==> src/rtl/sram_sched_pkg.sv <==
// Shared types and constants for the external SRAM scheduler.
//   state_t : access sequencer states
//   GNT_*   : grant identifiers (also used as port ids)
//   ADDR_W  : SRAM address width (512 KB -> 19 bits)
package sram_sched_pkg;

  localparam int ADDR_W = 19;

  typedef enum logic [1:0] {
    IDLE,
    SETUP,
    STROBE,
    HOLD
  } state_t;

  localparam logic [1:0] GNT_NONE = 2'd0;
  localparam logic [1:0] GNT_VID  = 2'd1;
  localparam logic [1:0] GNT_CPU  = 2'd2;
  localparam logic [1:0] GNT_AUX  = 2'd3;

endpackage

==> src/rtl/sram_sched_prio.sv <==
// Combinational winner select for the SRAM scheduler.
//   *_req  : request levels from video, cpu and aux
//   *_ack  : acknowledge currently high; that port may not win this cycle
//   starve : aux has lost too often and outranks cpu
//   winner : GNT_NONE / GNT_VID / GNT_CPU / GNT_AUX
module sram_sched_prio
  import sram_sched_pkg::*;
(
  input  logic       vid_req,
  input  logic       cpu_req,
  input  logic       aux_req,
  input  logic       vid_ack,
  input  logic       cpu_ack,
  input  logic       aux_ack,
  input  logic       starve,
  output logic [1:0] winner
);

  logic vid_ok;
  logic cpu_ok;
  logic aux_ok;

  assign vid_ok = vid_req & ~vid_ack;
  assign cpu_ok = cpu_req & ~cpu_ack;
  assign aux_ok = aux_req & ~aux_ack;

  // Video always first; starvation only swaps the cpu/aux order.
  always_comb begin
    winner = GNT_NONE;
    if (vid_ok) begin
      winner = GNT_VID;
    end else if (starve) begin
      if (aux_ok)      winner = GNT_AUX;
      else if (cpu_ok) winner = GNT_CPU;
    end else begin
      if (cpu_ok)      winner = GNT_CPU;
      else if (aux_ok) winner = GNT_AUX;
    end
  end

endmodule

==> src/rtl/sram_sched.sv <==
// Three-way sequencer/arbiter for the external 512 KB SRAM.
// Each access: SETUP (1) -> STROBE (WAIT_STATES+1) -> HOLD (writes only, 1),
// then a one-cycle ack to the served port in the following IDLE cycle.
//   clk, rst_n            : memory clock, synchronous active-low reset
//   vid_*                 : video read port (req/addr in, ack/dout out)
//   cpu_*, aux_*          : read/write ports (req/we/addr/din in, ack/dout out)
//   sram_a/d_out/d_oe/we_n: registered SRAM pin drive
//   sram_d_in             : SRAM read data
//   grant                 : port in service (0 none, 1 vid, 2 cpu, 3 aux)
module sram_sched
  import sram_sched_pkg::*;
#(
  parameter int unsigned WAIT_STATES  = 1,
  parameter int unsigned STARVE_LIMIT = 7
) (
  input  logic              clk,
  input  logic              rst_n,
  input  logic              vid_req,
  input  logic [ADDR_W-1:0] vid_addr,
  output logic              vid_ack,
  output logic [7:0]        vid_dout,
  input  logic              cpu_req,
  input  logic              cpu_we,
  input  logic [ADDR_W-1:0] cpu_addr,
  input  logic [7:0]        cpu_din,
  output logic              cpu_ack,
  output logic [7:0]        cpu_dout,
  input  logic              aux_req,
  input  logic              aux_we,
  input  logic [ADDR_W-1:0] aux_addr,
  input  logic [7:0]        aux_din,
  output logic              aux_ack,
  output logic [7:0]        aux_dout,
  output logic [ADDR_W-1:0] sram_a,
  output logic [7:0]        sram_d_out,
  output logic              sram_d_oe,
  input  logic [7:0]        sram_d_in,
  output logic              sram_we_n,
  output logic [1:0]        grant
);

  localparam logic [7:0] WS_LAST    = 8'(WAIT_STATES);
  localparam logic [3:0] STARVE_MAX = 4'(STARVE_LIMIT);

  state_t     state;
  logic [7:0] wcnt;
  logic [3:0] starve_cnt;
  logic       cur_we;
  logic [1:0] winner;

  sram_sched_prio u_prio (
    .vid_req (vid_req),
    .cpu_req (cpu_req),
    .aux_req (aux_req),
    .vid_ack (vid_ack),
    .cpu_ack (cpu_ack),
    .aux_ack (aux_ack),
    .starve  (starve_cnt == STARVE_MAX),
    .winner  (winner)
  );

  always_ff @(posedge clk) begin
    if (!rst_n) begin
      state      <= IDLE;
      wcnt       <= '0;
      starve_cnt <= '0;
      cur_we     <= 1'b0;
      grant      <= GNT_NONE;
      sram_a     <= '0;
      sram_d_out <= '0;
      sram_d_oe  <= 1'b0;
      sram_we_n  <= 1'b1;
      vid_ack    <= 1'b0;
      cpu_ack    <= 1'b0;
      aux_ack    <= 1'b0;
      vid_dout   <= '0;
      cpu_dout   <= '0;
      aux_dout   <= '0;
    end else begin
      vid_ack <= 1'b0;
      cpu_ack <= 1'b0;
      aux_ack <= 1'b0;
      case (state)
        IDLE: begin
          if (winner != GNT_NONE) begin
            state <= SETUP;
            grant <= winner;
            wcnt  <= '0;
            case (winner)
              GNT_VID: begin
                sram_a    <= vid_addr;
                cur_we    <= 1'b0;
                sram_d_oe <= 1'b0;
              end
              GNT_CPU: begin
                sram_a    <= cpu_addr;
                cur_we    <= cpu_we;
                sram_d_oe <= cpu_we;
                if (cpu_we) sram_d_out <= cpu_din;
              end
              default: begin
                sram_a    <= aux_addr;
                cur_we    <= aux_we;
                sram_d_oe <= aux_we;
                if (aux_we) sram_d_out <= aux_din;
              end
            endcase
            if (winner == GNT_AUX)
              starve_cnt <= '0;
            else if (aux_req && starve_cnt != STARVE_MAX)
              starve_cnt <= starve_cnt + 4'd1;
          end
        end
        SETUP: begin
          state     <= STROBE;
          sram_we_n <= ~cur_we;
        end
        STROBE: begin
          if (wcnt == WS_LAST) begin
            if (cur_we) begin
              state     <= HOLD;
              sram_we_n <= 1'b1;
            end else begin
              state <= IDLE;
              grant <= GNT_NONE;
              case (grant)
                GNT_VID: begin vid_dout <= sram_d_in; vid_ack <= 1'b1; end
                GNT_CPU: begin cpu_dout <= sram_d_in; cpu_ack <= 1'b1; end
                GNT_AUX: begin aux_dout <= sram_d_in; aux_ack <= 1'b1; end
                default: ;
              endcase
            end
          end else begin
            wcnt <= wcnt + 8'd1;
          end
        end
        HOLD: begin
          state     <= IDLE;
          grant     <= GNT_NONE;
          sram_d_oe <= 1'b0;
          case (grant)
            GNT_CPU: cpu_ack <= 1'b1;
            GNT_AUX: aux_ack <= 1'b1;
            default: ;
          endcase
        end
        default: state <= IDLE;
      endcase
    end
  end

endmodule

==> config.mk <==
export PLATFORM = sky130hd
export DESIGN_NAME = sram_sched
export DESIGN_NICKNAME = d
export VERILOG_FILES = /design/src/rtl/sram_sched_pkg.sv /design/src/rtl/sram_sched_prio.sv /design/src/rtl/sram_sched.sv
export SDC_FILE = /design/constraint.sdc
export NUM_CORES = 1
export LEC_CHECK = 0
export CORE_ASPECT_RATIO = 1.5
export CORE_MARGIN = 2
export CORE_UTILIZATION = 46
export CTS_CLUSTER_SIZE = 8
export DETAILED_ROUTE_END_ITERATION = 10
export GPL_TIMING_DRIVEN = 1
export PLACE_DENSITY = 0.95
export REMOVE_ABC_BUFFERS = 1
export SYNTH_ARGS = -nofsm -noshare
export SYNTH_HDL_FRONTEND = slang
export SYNTH_SLANG_ARGS = --single-unit
==> constraint.sdc <==
create_clock -name clk -period 3.8 [get_ports clk]
set_input_delay 0.76 -clock clk [delete_from_list [all_inputs] [get_ports clk]]
set_output_delay 0.76 -clock clk [all_outputs]
set_load 0.005 [all_outputs]
* After elaboration in Yosys (flattened, before gate mapping)
Cells that the tools add are included.
** Storage, ports and cells
- Register bits after elaboration :: 73
- Input port bits :: 88
- Output and inout bits :: 58
- Logic and storage cells :: 105
** Operators by class
- Add/subtract/negate cells :: 2
- Equality and inequality tests :: 18
- Muxes and demuxes :: 38
- Bitwise operators :: 11
- Reductions and logical operators :: 21
** Operators with widths (number)
- 19-bit one-hot mux with 2 select lines :: 1
- 8-bit 2-to-1 mux :: 4
- 8-bit one-hot mux with 2 select lines :: 2
- 2-bit 2-to-1 mux :: 12
- 4-bit AND reduction :: 4
- 2-bit == test (second input constant) :: 6
- 2-bit != test (second input constant) :: 6
- 2-bit nonzero test :: 6
- 1-bit 2-to-1 mux :: 10
- 1-bit one-hot mux with 2 select lines :: 5
- 3-bit AND reduction :: 3
- 8-bit by 1-bit adder with 8-bit output (second input constant) :: 1
- 8-bit by 1-bit == test with 1-bit output (second input constant) :: 1
- 4-bit 2-to-1 mux :: 2
- 1-bit NOT :: 8
- 2-bit one-hot mux with 4 select lines :: 1
- 2-bit by 1-bit == test with 1-bit output (second input constant) :: 3
- 2-bit one-hot mux with 3 select lines :: 1
- 2-bit AND reduction :: 3
- 5-bit AND reduction :: 1
- 4-bit by 1-bit adder with 4-bit output (second input constant) :: 1
- 4-bit by 3-bit == test with 1-bit output (second input constant) :: 1
- 4-bit by 3-bit != test with 1-bit output (second input constant) :: 1
- 4-bit OR reduction :: 1
- 4 further kinds :: 6

* Depth between registers and ports, before layout
- Depth in word-level cells :: 10
- Gate-level depth with buffers :: 7
- Depth with buffers taken out :: 6

* Hierarchy
A second synthesis with hierarchy kept.
** Second synthesis, totals
- Cells, all modules :: 388
- Area total of the unflattened synthesis :: 3552.2 um2
** By module, submodules not included
- sram_sched :: instances 1, cells each 382, area an instance 3494.6 um2, seq. area each 1461.4 um2
- sram_sched_prio :: instances 1, cells each 6, area an instance 57.6 um2, seq. area each 0.0 um2

* Least setup slack after synthesis
No wires, ideal clock.
- Path kind :: input -> register
- Start :: in vid_req
- End :: reg sram_d_out[3]
- Setup time :: 0.061 ns
- Arrival :: 2.118 ns
- Data required time :: 3.739 ns
- Slack :: 1.621 ns
- Stages on the path :: 5
- Buffers on the path :: 1
- Cell sequence :: nor2b_1 -> clkbuf_1 -> a211oi_4 -> mux2i_2 -> o221a_1
** Between the ends
- Longest elaborated chain between the ends :: 5
- Elaborated cells on any way between the ends :: 10
- Those cells by class :: eq/ne: 3; mux: 2; bitwise: 2; reduce/logical: 3
** RTL lines
- start: declaration :: line sram_sched.sv:18 : input logic vid_req,
- 1-bit AND (*) :: line sram_sched_prio.sv:23 : assign vid_ok = vid_req & ~vid_ack;
- 2-bit 2-to-1 mux (*) :: line sram_sched_prio.sv:30 : if (vid_ok) begin
- 2-bit == test / 2-bit by 1-bit == test with 1-bit output (equally long branches) :: line sram_sched.sv:89 : case (winner)
- 2-bit != test (no line) (tied with other cells)
- 5-bit AND reduction (no line)
- end signal: assignment :: line sram_sched.sv:99 : if (cpu_we) sram_d_out <= cpu_din;
- end signal: assignment :: line sram_sched.sv:105 : if (aux_we) sram_d_out <= aux_din;
- end: declaration :: line sram_sched.sv:35 : output logic [7:0] sram_d_out,
Every way passes the cells marked *; elsewhere a longest branch is shown, timed or not.
A chain may end at the register's enable or synchronous reset.

* Worst setup path after layout
- Start :: in aux_req
- End :: reg sram_d_out[3]
** Between the ends
- Longest elaborated chain between the ends :: 8
- Elaborated cells on any way between the ends :: 14
- Those cells by class :: eq/ne: 3; mux: 6; bitwise: 2; reduce/logical: 3
** RTL lines
- start: declaration :: line sram_sched.sv:28 : input logic aux_req,
- 1-bit AND (*) :: line sram_sched_prio.sv:25 : assign aux_ok = aux_req & ~aux_ack;
- 2-bit 2-to-1 mux :: line sram_sched_prio.sv:37 : else if (aux_ok) winner = GNT_AUX;
- 2-bit 2-to-1 mux :: line sram_sched_prio.sv:36 : if (cpu_ok) winner = GNT_CPU;
- 2-bit 2-to-1 mux (*) :: line sram_sched_prio.sv:32 : end else if (starve) begin
- 2-bit 2-to-1 mux (*) :: line sram_sched_prio.sv:30
- 2-bit == test / 2-bit by 1-bit == test with 1-bit output (equally long branches) :: line sram_sched.sv:89
- 2-bit != test (no line) (tied with other cells)
- 5-bit AND reduction (no line)
Marked as above.

==> out/qor.csv <==
stage;metric;value;unit
floorplanning;die_area;8080;um2
global_route;grt_overflow;0;
yosys;synthArstFlopShare;0;
yosys;synth_warnings;0;
cts;clk_pin_slew_worst_paths;0.07;ns
sta;finalCriticalPeriod;2.98;ns
sta;setup_viol_count_final;0;
setup_path;cp.arrival;3.27;ns
cts;holdBufCountCts;0;
cts;cts.path.max_buffers;2;
sta;clock-skew-final;0.00603;ns
power_and_ir_drop;power_density;391;nW/um2
setup_path;criticalPathCategory;primary input to flip-flop;
setup_path;reg2regPathDepth;4;
yosys;synthCells;355;
floorplanning;fp-row-count;38;
min_path;hold_depth;2;
cells_and_area;final_cells;599;
cts;clock_latency;0.34;ns
placement;dp.cells;583;
min_path;hold_start;wcnt[7]$_SDFFE_PN0P_;
cells_and_area;nets;585;
yosys;syn_avg_cell_area;9.54;um2
sta;fmax;336;MHz
floorplanning;core-area;7180;um2
cts;cts_tree;yes;
global_route;antenna_found_initial;0;
cts;cts_resized;0;
floorplanning;dieWidth;74.1;um
sta;setup-tns-final;0;ns
yosys;syn_area;3390;um2
routing;wirelength;10.2;mm
floorplanning;start_util;0.472;
global_route;grt_pass1_wl;15.8;mm
routing;drt_iter0_drc;207;
cts;clock-sinks;73;
routing;avgViaCountPerCell;5.70;
routing;vias;3414;
setup_path;cp-startpoint;aux_req;
cells_and_area;syn2layout_area_growth;51.6;%
placement;routabilityCongestion;0.866;
min_path;hold_path.class;flip-flop to flip-flop;
cells_and_area;drive_above_1_share;0.0681;
floorplanning;die_h;109;um
flow_run;cap_viol_max_count;0;
cts;post_cts.repair.setup_buffers;0;
yosys;synth_edf_count;0;
setup_path;cp-start-kind;primary input;
setup_path;critPathCaptureType;flip-flop;
cts;cts.htree.levels;3;
cells_and_area;diodes;0;
cts;cts-root-buf;clkbuf_8;
power_and_ir_drop;finalPower;2010;uW
yosys;synth_flop_cell;dfxtp_1;
min_path;hold_path_end;wcnt[7]$_SDFFE_PN0P_;
yosys;synth_seq_cells;73;
cts;cts_buffers;9;
setup_path;r2r-end;sram_d_out[3]$_SDFFE_PN0P_;
setup_path;reg2reg_slack;1.51;ns
sta;grt_setup_unrepaired;false;
routing;dr.pass1.iters;6;
run_status;outcome;finished clean;
cells_and_area;final_core_util;0.716;
routing;avgRoutedWirePerCell;17.0;um
placement;place_hpwl;7.36;mm
routing;antenna_left;0;
global_route;grt_max_degree;49;
routing;drc_errors;0;
sta;fin_crit_sh;0.784;
floorplanning;pin_count;146;
global_route;track_usage;0.252;
sta;drv_slew;0;
sta;finalHoldViolCount;0;
setup_path;worstReg2RegStart;aux_ack$_SDFF_PN0_;
yosys;ys_seq_area_frac;0.431;
power_and_ir_drop;irDropWorstVdd;0.257;mV
sta;max_slew_margin;0.418;
setup_path;crit_fanout;10;
global_route;grt_pass1_vias;3401;
placement;io_buffers;145;
yosys;ys_types;48;
sta;fin_hold_ws;0.496;ns
sta;worst_slew_pin_slew;0.865;ns
power_and_ir_drop;p_leak;0.00200;uW
setup_path;critPathRequiredTime;4.09;ns
[report_power, final]
group | leakage (uW) | switching, uW | internal, uW
sequential | 0.000595 | 48.0 | 830
combinational | 0.00130 | 221 | 275
clock | 0.000107 | 278 | 357
total | 0.00200 | 547 | 1460
[synthesized netlist by cell type (5+ instances only)]
cell type	n	area share
dfxtp_1	73	0.43
nor2b_1	30	0.055
mux2i_1	26	0.077
o21ai_0	25	0.037
a21oi_1	23	0.034
nand3_1	23	0.034
a221oi_1	19	0.049
clkbuf_1	18	0.020
o21a_1	18	0.040
nand2_1	7	0.0078
nor2_1	7	0.0078
o221a_1	7	0.023
and3_1	6	0.011
nand2b_1	6	0.011
buf_2	5	0.0074
[logic make-up (layout without fill, tap and decap cells)]
kind of cell,count (synthesis),after routing,share of synthesized area
xor gates and xnor gates,3,3,0.00776
AOI/OAI and AO/OA,111,111,0.240
DFF,73,73,0.431
and+or+nand+nor,111,111,0.197
buffers and inverters,27,171,0.0321
muxes,27,27,0.0809
adders and majority gates,3,3,0.0111
[metal layers]
layer / GRT usage / up-vias / share of wire
met3: 0.0508 / 27 / 0.053
met4: 0.109 / 0 / 0.031
met5: 0 / - / 0
met1: 0.277 / 1626 / 0.37
li1: - / 1619 / -
met2: 0.456 / 142 / 0.55
[metrics by stage]
stage	setup slack [ns]	area [um2]
3_5_place_dp	0.530	4930
5_1_grt	0.698	5140
2_1_floorplan	0.992	3290
4_1_cts	0.889	5140
3_3_place_gp	0.611	4930
6_report	0.821	5140
[final cells by class]
class	instances	area [um2]
Clock inverter	2	35.0
Inverter	2	7.51
Sequential cell	73	1460
Tap cell	100	125
Clock buffer	14	173
Timing Repair Buffer	153	1510
Fill cell	518	2040
Multi-Input combinational cell	255	1830
[state kept, by name (all words and copies together), names as in the netlist, 2 cells and up]
name and count:
aux_dout 8, cpu_dout 8, grant 2, sram_a 19
sram_d_out 8, starve_cnt 4, state 2, vid_dout 8
wcnt 8
[critical path, stage by stage]
cell	delay (ns)
clkdlybuf4s50_1	0.57
nor2b_1	0.71
o2111ai_2	0.38
mux2i_2	0.56
o221a_1	0.28
[how the worst max path moves through the flow]
stage                                 end
3_5_place_dp   sram_d_out[3]$_SDFFE_PN0P_
5_1_grt        sram_d_out[3]$_SDFFE_PN0P_
2_1_floorplan  starve_cnt[1]$_SDFFE_PN0P_
6_report       sram_d_out[3]$_SDFFE_PN0P_
3_3_place_gp   sram_d_out[3]$_SDFFE_PN0P_
4_1_cts        sram_d_out[3]$_SDFFE_PN0P_
[cell usage in the layout (no fill, tap or decap), types with 12 or more instances in the layout]
cell type        netlist  routed
o21a_1                18      18
nand3_1               23      23
dfxtp_1               73      73
clkdlybuf4s50_1        0     144
o21ai_0               25      25
clkbuf_8               0      12
nor2b_1               30      29
mux2i_1               26      26
a221oi_1              19      19
a21oi_1               23      23
(Power assumes the default switching activity.)
